### config.mk
export PLATFORM = sky130hd
export DESIGN_NAME = dmem_port_arbiter
export DESIGN_NICKNAME = d
export VERILOG_FILES = /design/src/rtl/dmem_port_arbiter.sv
export SDC_FILE = /design/constraint.sdc
export NUM_CORES = 1
export LEC_CHECK = 0
export ABC_AREA = 0
export BUFFER_PORTS_ARGS = -buffer_cell sky130_fd_sc_hd__buf_2
export CORE_AREA = 4 4 138 140
export DETAILED_ROUTE_END_ITERATION = 6
export DIE_AREA = 0 0 142 144
export GPL_TIMING_DRIVEN = 0
export PLACE_DENSITY_LB_ADDON = 0.25
export SLEW_MARGIN = 20
export SYNTH_ARGS = -nofsm -noshare
export SYNTH_HDL_FRONTEND = slang
export SYNTH_SLANG_ARGS = --single-unit
### constraint.sdc
create_clock -name clk -period 3.5 [get_ports clk]
set_clock_uncertainty 0.15 [all_clocks]
set_input_delay 0.875 -clock clk [delete_from_list [all_inputs] [get_ports clk]]
set_output_delay 0.875 -clock clk [all_outputs]
set_load 0.05 [all_outputs]
### src/rtl/dmem_port_arbiter.sv
// dmem_port_arbiter
//   Schedules the dual-port synchronous data memory between two store-buffer
//   commit slots and two load dispatch slots. Up to two requests are granted
//   each cycle; granted requests fill port A first, then port B. Load tags are
//   returned one cycle after the grant, aligned with the RAM q_a/q_b output.
//
//   Optional feature macro: DMEM_STARVE_GUARD_EN
//     defined   : starvation counter plus the one-cycle LOAD_PRI state
//     undefined : stores have strict priority; loads use leftover ports only
//
//   Ports
//     clk, rst                        clock, synchronous active-high reset
//     st_valid/addr/data 0,1          store commit requests (slot 0 older)
//     st_grant0/1                     store accepted this cycle (comb)
//     ld_valid/addr/tag 0,1           load requests (slot 0 older)
//     ld_grant0/1                     load accepted this cycle (comb)
//     mem_addr/data/wren _a,_b        memory port controls (comb)
//     resp_valid/tag _a,_b            registered load-return tags
//     drain_req, drain_done           store flush request / completion pulse
module dmem_port_arbiter #(
   parameter int ADDR_W     = 32,
   parameter int DATA_W     = 32,
   parameter int TAG_W      = 5,
   parameter int STARVE_MAX = 4
) (
   input  logic              clk,
   input  logic              rst,
   input  logic              st_valid0,
   input  logic              st_valid1,
   input  logic [ADDR_W-1:0] st_addr0,
   input  logic [ADDR_W-1:0] st_addr1,
   input  logic [DATA_W-1:0] st_data0,
   input  logic [DATA_W-1:0] st_data1,
   output logic              st_grant0,
   output logic              st_grant1,
   input  logic              ld_valid0,
   input  logic              ld_valid1,
   input  logic [ADDR_W-1:0] ld_addr0,
   input  logic [ADDR_W-1:0] ld_addr1,
   input  logic [TAG_W-1:0]  ld_tag0,
   input  logic [TAG_W-1:0]  ld_tag1,
   output logic              ld_grant0,
   output logic              ld_grant1,
   output logic [ADDR_W-1:0] mem_addr_a,
   output logic [ADDR_W-1:0] mem_addr_b,
   output logic [DATA_W-1:0] mem_data_a,
   output logic [DATA_W-1:0] mem_data_b,
   output logic              mem_wren_a,
   output logic              mem_wren_b,
   output logic              resp_valid_a,
   output logic              resp_valid_b,
   output logic [TAG_W-1:0]  resp_tag_a,
   output logic [TAG_W-1:0]  resp_tag_b,
   input  logic              drain_req,
   output logic              drain_done
);

   if (STARVE_MAX < 1) begin : g_bad_starve_max
      $error("dmem_port_arbiter: STARVE_MAX must be at least 1");
   end

   typedef enum logic [1:0] {STORE_PRI, LOAD_PRI, DRAIN} state_t;

   state_t state, state_nxt;

   logic st_ok0, st_ok1, ld_ok0, ld_ok1, haz0, haz1;
   logic load_first;
   logic ld_on_a, ld_on_b;
   logic [TAG_W-1:0] tag_a, tag_b;
   logic starve_hit;

   // ---------------- starvation guard ----------------
`ifdef DMEM_STARVE_GUARD_EN
   localparam int CW = $clog2(STARVE_MAX + 1);
   localparam logic [CW-1:0] SMAX = CW'(STARVE_MAX);

   logic [CW-1:0] starve_cnt, starve_inc;

   always_comb begin
      starve_inc = starve_cnt;
      if (ld_grant0)
         starve_inc = '0;
      else if ((ld_valid0 || ld_valid1) && starve_cnt != SMAX)
         starve_inc = starve_cnt + 1'b1;
   end

   // Compare against the updated count so the switch happens on the edge
   // that completes the STARVE_MAX-th denied cycle.
   assign starve_hit = (state == STORE_PRI) && (starve_inc == SMAX);

   always_ff @(posedge clk) begin
      if (rst)
         starve_cnt <= '0;
      else if (starve_hit && !drain_req)
         starve_cnt <= '0;
      else
         starve_cnt <= starve_inc;
   end
`else
   assign starve_hit = 1'b0;
`endif

   // ---------------- FSM: state register ----------------
   always_ff @(posedge clk) begin
      if (rst) state <= STORE_PRI;
      else     state <= state_nxt;
   end

   // ---------------- FSM: next state ----------------
   always_comb begin
      state_nxt = state;
      case (state)
         STORE_PRI: if (drain_req)       state_nxt = DRAIN;
                    else if (starve_hit) state_nxt = LOAD_PRI;
         LOAD_PRI:  state_nxt = drain_req ? DRAIN : STORE_PRI;
         DRAIN:     if (!st_valid0 && !st_valid1) state_nxt = STORE_PRI;
         default:   state_nxt = STORE_PRI;
      endcase
   end

   // ---------------- FSM: outputs (grants, ports) ----------------
   always_comb begin
      load_first = (state == LOAD_PRI);
      drain_done = !rst && (state == DRAIN) && !st_valid0 && !st_valid1;

      // Hazard checks use st_valid, not st_grant: a pending store blocks a
      // matching load even if the store itself is not issued this cycle.
      haz0   = (st_valid0 && ld_addr0 == st_addr0) || (st_valid1 && ld_addr0 == st_addr1);
      haz1   = (st_valid0 && ld_addr1 == st_addr0) || (st_valid1 && ld_addr1 == st_addr1);
      st_ok0 = st_valid0;
      st_ok1 = st_valid0 && st_valid1;
      ld_ok0 = ld_valid0 && !haz0 && (state != DRAIN);
      ld_ok1 = ld_ok0 && ld_valid1 && !haz1;

      st_grant0 = 1'b0;
      st_grant1 = 1'b0;
      ld_grant0 = 1'b0;
      ld_grant1 = 1'b0;
      if (!rst) begin
         if (load_first) begin
            ld_grant0 = ld_ok0;
            ld_grant1 = ld_ok1;
            st_grant0 = st_ok0 && !ld_ok1;
            st_grant1 = st_ok1 && !ld_ok0;
         end else begin
            st_grant0 = st_ok0;
            st_grant1 = st_ok1;
            ld_grant0 = ld_ok0 && !st_ok1;
            ld_grant1 = ld_ok1 && !st_ok0;
         end
      end

      mem_addr_a = '0; mem_data_a = '0; mem_wren_a = 1'b0;
      mem_addr_b = '0; mem_data_b = '0; mem_wren_b = 1'b0;
      ld_on_a = 1'b0; ld_on_b = 1'b0;
      tag_a = '0; tag_b = '0;

      // Port A: first granted request in priority order.
      if (load_first && ld_grant0) begin
         mem_addr_a = ld_addr0; ld_on_a = 1'b1; tag_a = ld_tag0;
      end else if (st_grant0) begin
         mem_addr_a = st_addr0; mem_data_a = st_data0; mem_wren_a = 1'b1;
      end else if (ld_grant0) begin
         mem_addr_a = ld_addr0; ld_on_a = 1'b1; tag_a = ld_tag0;
      end

      // Port B: second granted request in priority order.
      if (load_first) begin
         if (ld_grant1) begin
            mem_addr_b = ld_addr1; ld_on_b = 1'b1; tag_b = ld_tag1;
         end else if (ld_grant0 && st_grant0) begin
            mem_addr_b = st_addr0; mem_data_b = st_data0; mem_wren_b = 1'b1;
         end else if (st_grant1) begin
            mem_addr_b = st_addr1; mem_data_b = st_data1; mem_wren_b = 1'b1;
         end
      end else begin
         if (st_grant1) begin
            mem_addr_b = st_addr1; mem_data_b = st_data1; mem_wren_b = 1'b1;
         end else if (st_grant0 && ld_grant0) begin
            mem_addr_b = ld_addr0; ld_on_b = 1'b1; tag_b = ld_tag0;
         end else if (ld_grant1) begin
            mem_addr_b = ld_addr1; ld_on_b = 1'b1; tag_b = ld_tag1;
         end
      end
   end

   // ---------------- load response pipeline ----------------
   always_ff @(posedge clk) begin
      if (rst) begin
         resp_valid_a <= 1'b0;
         resp_valid_b <= 1'b0;
         resp_tag_a   <= '0;
         resp_tag_b   <= '0;
      end else begin
         resp_valid_a <= ld_on_a;
         resp_valid_b <= ld_on_b;
         resp_tag_a   <= tag_a;
         resp_tag_b   <= tag_b;
      end
   end

endmodule

==> impl_metrics.yaml <==
worst_setup_path:
  crit_top_cell: "buf_4"
  path_max_fanout: 8
  start_kind: "primary input"
  path_class: "in2out"
  cp-end-kind: "output pin"
  critPathArrivalTime_ns: 2.78
  slowest_stage: "or3_4"
  r2r_setup_slack_ns: 1.66
  required_ns: 2.47
  path_cells: "buf_8 > xor2_2 > nor4_1 > nand4_1 > or3_4 > nand2_8 > buf_4 > buf_4 > o221ai_2 > buf_6"
  max_stage_delay_ns: 0.44
sta:
  setup_viol: 66
  slew_viol_final: 0
  finalWorstSetupSlack_ns: -0.302
  finalCritPeriodShare: 1.09
  relSlewSlack: 0.495
  clock.fmax_mhz: 263
  worst_pin_slew_ns: 0.757
  rsz0062_at_grt: "true"
  fin_crit_ns: 3.80
  setup_tns_ns: -15.93
  finalHoldViolations: 0
global_route:
  grt_max_degree: 12
  grt_pass1_vias: 4776
  overflow: 0
  grt_pass1_wl_mm: 29.2
  antenna_found_initial: 0
  grt_usage: 0.190
clock_network:
  clk_latency_ns: 0.24
  hold_buffers: 0
  root_buffer: "clkbuf_16"
  cts_tree: "yes"
  cts_buffer_depth: 2
  ctsHtreeMaxLevel: 1
  cts.sinks: 13
  cts_buffers: 3
  clk_pin_slew_ns: 0.05
layout:
  final_cell_mix: "buf_2, buf_6, inv_1"
  fin_area_um2: 7210
  nFillCells: 1819
  fin_cells: 1044
  fin_nets: 1025
  drive_above_1_share: 0.596
  area_growth_pct: 119
  antenna_cells: 0
  final_util: 0.404
  mostFrequentLayoutCell: "buf_2"
place:
  numPlacedInstances: 1021
  dpl_cell_area_um2: 5360
  numPortBuffers: 355
  hpwl_mm: 17.6
  gp_congestion: 0.842
  place_ws_ns: -0.723
drt:
  vias: 4644
  routed_via_density: 4.45
  drc: 0
  wl_per_cell_um: 20.7
  antenna_left: 0
  finalWirelength_mm: 21.6
  drtIter0Drc: 159
  drtPass1Iterations: 4
floorplanning:
  die_w_um: 142
  die_area_um2: 20400
  io_pins: 356
  start_util: 0.184
  core_um2: 17800
  num_rows: 49
  die_h_um: 144
worst_hold_path:
  hp-class: "reg2reg"
synth:
  synth_seq_cells: 13
  seq_area_frac_synth: 0.0792
  syn-mean-instance-area_um2: 7.52
  syn_area_um2: 3290
  netlist-cell-type-count: 33
  yosysWarnings: 0
  synthFlopType: "dfxtp_1"
  synthArstFlopShare: 0
  synth_nets: 646
  netlist_instances: 437
  synth-edff-count: 0
job:
  drv_cap: 0
pwr:
  power_density_nw_per_um2: 194
  leakage_nw: 3.69
  ir_drop_uv: 132
status:
  violations: "setup timing"
  outcome: "complete, but fails checks"
## worst max-delay path: cells and delay by family
kind                      cells  cell delay [ns]
and+or+nand+nor               4             1.15
buffers and inverters         4             0.49
xor gates and xnor gates      1             0.17
AOI/OAI and AO/OA             1             0.09
## state kept, by name (all words and copies together), names as in the netlist
| name | cells |
|---|---|
| resp_tag_a | 5 |
| resp_tag_b | 5 |
| resp_valid_a | 1 |
| resp_valid_b | 1 |
| state | 1 |
## synthesized netlist by cell type (7+ instances only)
cell | number | area [um^2]
xor2_1 | 41 | 359
and3_1 | 39 | 244
nor4_1 | 10 | 62.6
a22o_1 | 32 | 280
nand2_1 | 33 | 124
nand4_1 | 14 | 87.6
nand3_1 | 9 | 45.0
inv_1 | 70 | 263
xnor2_1 | 54 | 473
dfxtp_1 | 13 | 260
clkbuf_1 | 18 | 67.6
and2_1 | 34 | 213
o221ai_2 | 29 | 435
buf_6 | 7 | 78.8
## where the power goes
part	switching, mW	leakage (nW)	internal (mW)
registers	0.00154	0.106	0.153
clock network	0.0613	0.0382	0.154
logic	0.616	3.55	0.413
total	0.679	3.69	0.720
## final cells by class
class | instances | area [um^2] | area share
inverters | 70 | 265 | 0.0368
well taps | 229 | 287 | 0.0397
flip-flops and latches | 13 | 260 | 0.0361
plain buffers | 29 | 272 | 0.0377
repair buffers | 378 | 2760 | 0.383
clock buffers | 4 | 78.8 | 0.0109
multi-input cells | 321 | 3290 | 0.456
## worst paths after layout
path / start / to / cells past startpoint
worst max register to register: state[1] / resp_tag_b[2] / 8
worst min-delay path: state[1] / state[1] / 1
worst min register to register: state[1] / state[1] / 1
worst max-delay path: st_addr0[19] / mem_addr_b[1] / 10
## metrics by stage
| step | power (mW) | hold WS [ns] |
|---|---|---|
| floorplan | 0.644 | 0.287 |
| global placement | 0.972 | 0.330 |
| detailed placement | 0.974 | 0.330 |
| CTS | 1.35 | 0.336 |
| global route | 1.47 | 0.373 |
| finish | 1.40 | 0.332 |
## routing by layer
layer | share of wire | GRT usage | vias up | wire length (um)
met4 | 0.0053 | 0.0141 | 0 | 115
met5 | 0 | 0 | - | 0
met2 | 0.53 | 0.371 | 229 | 11400
met1 | 0.39 | 0.228 | 2160 | 8470
met3 | 0.076 | 0.0265 | 8 | 1640
li1 | - | - | 2247 | -
## cell families (layout without fill, tap and decap cells)
family,after synthesis,after routing,share of synthesized area
AOI/OAI and AO/OA,74,74,0.249
xor gates and xnor gates,95,95,0.253
buffers and inverters,103,481,0.152
DFF,13,13,0.0792
and+or+nand+nor,152,152,0.266
## timing repair
action | in CTS | in global routing
buffers inserted | 13 | 5
gates resized for setup | 248 | 106
gates cloned | 4 | 3
setup endpoints to repair | 96 | 92
pin swaps | 52 | 32
No activity file was read; power rests on OpenSTA's default activity.
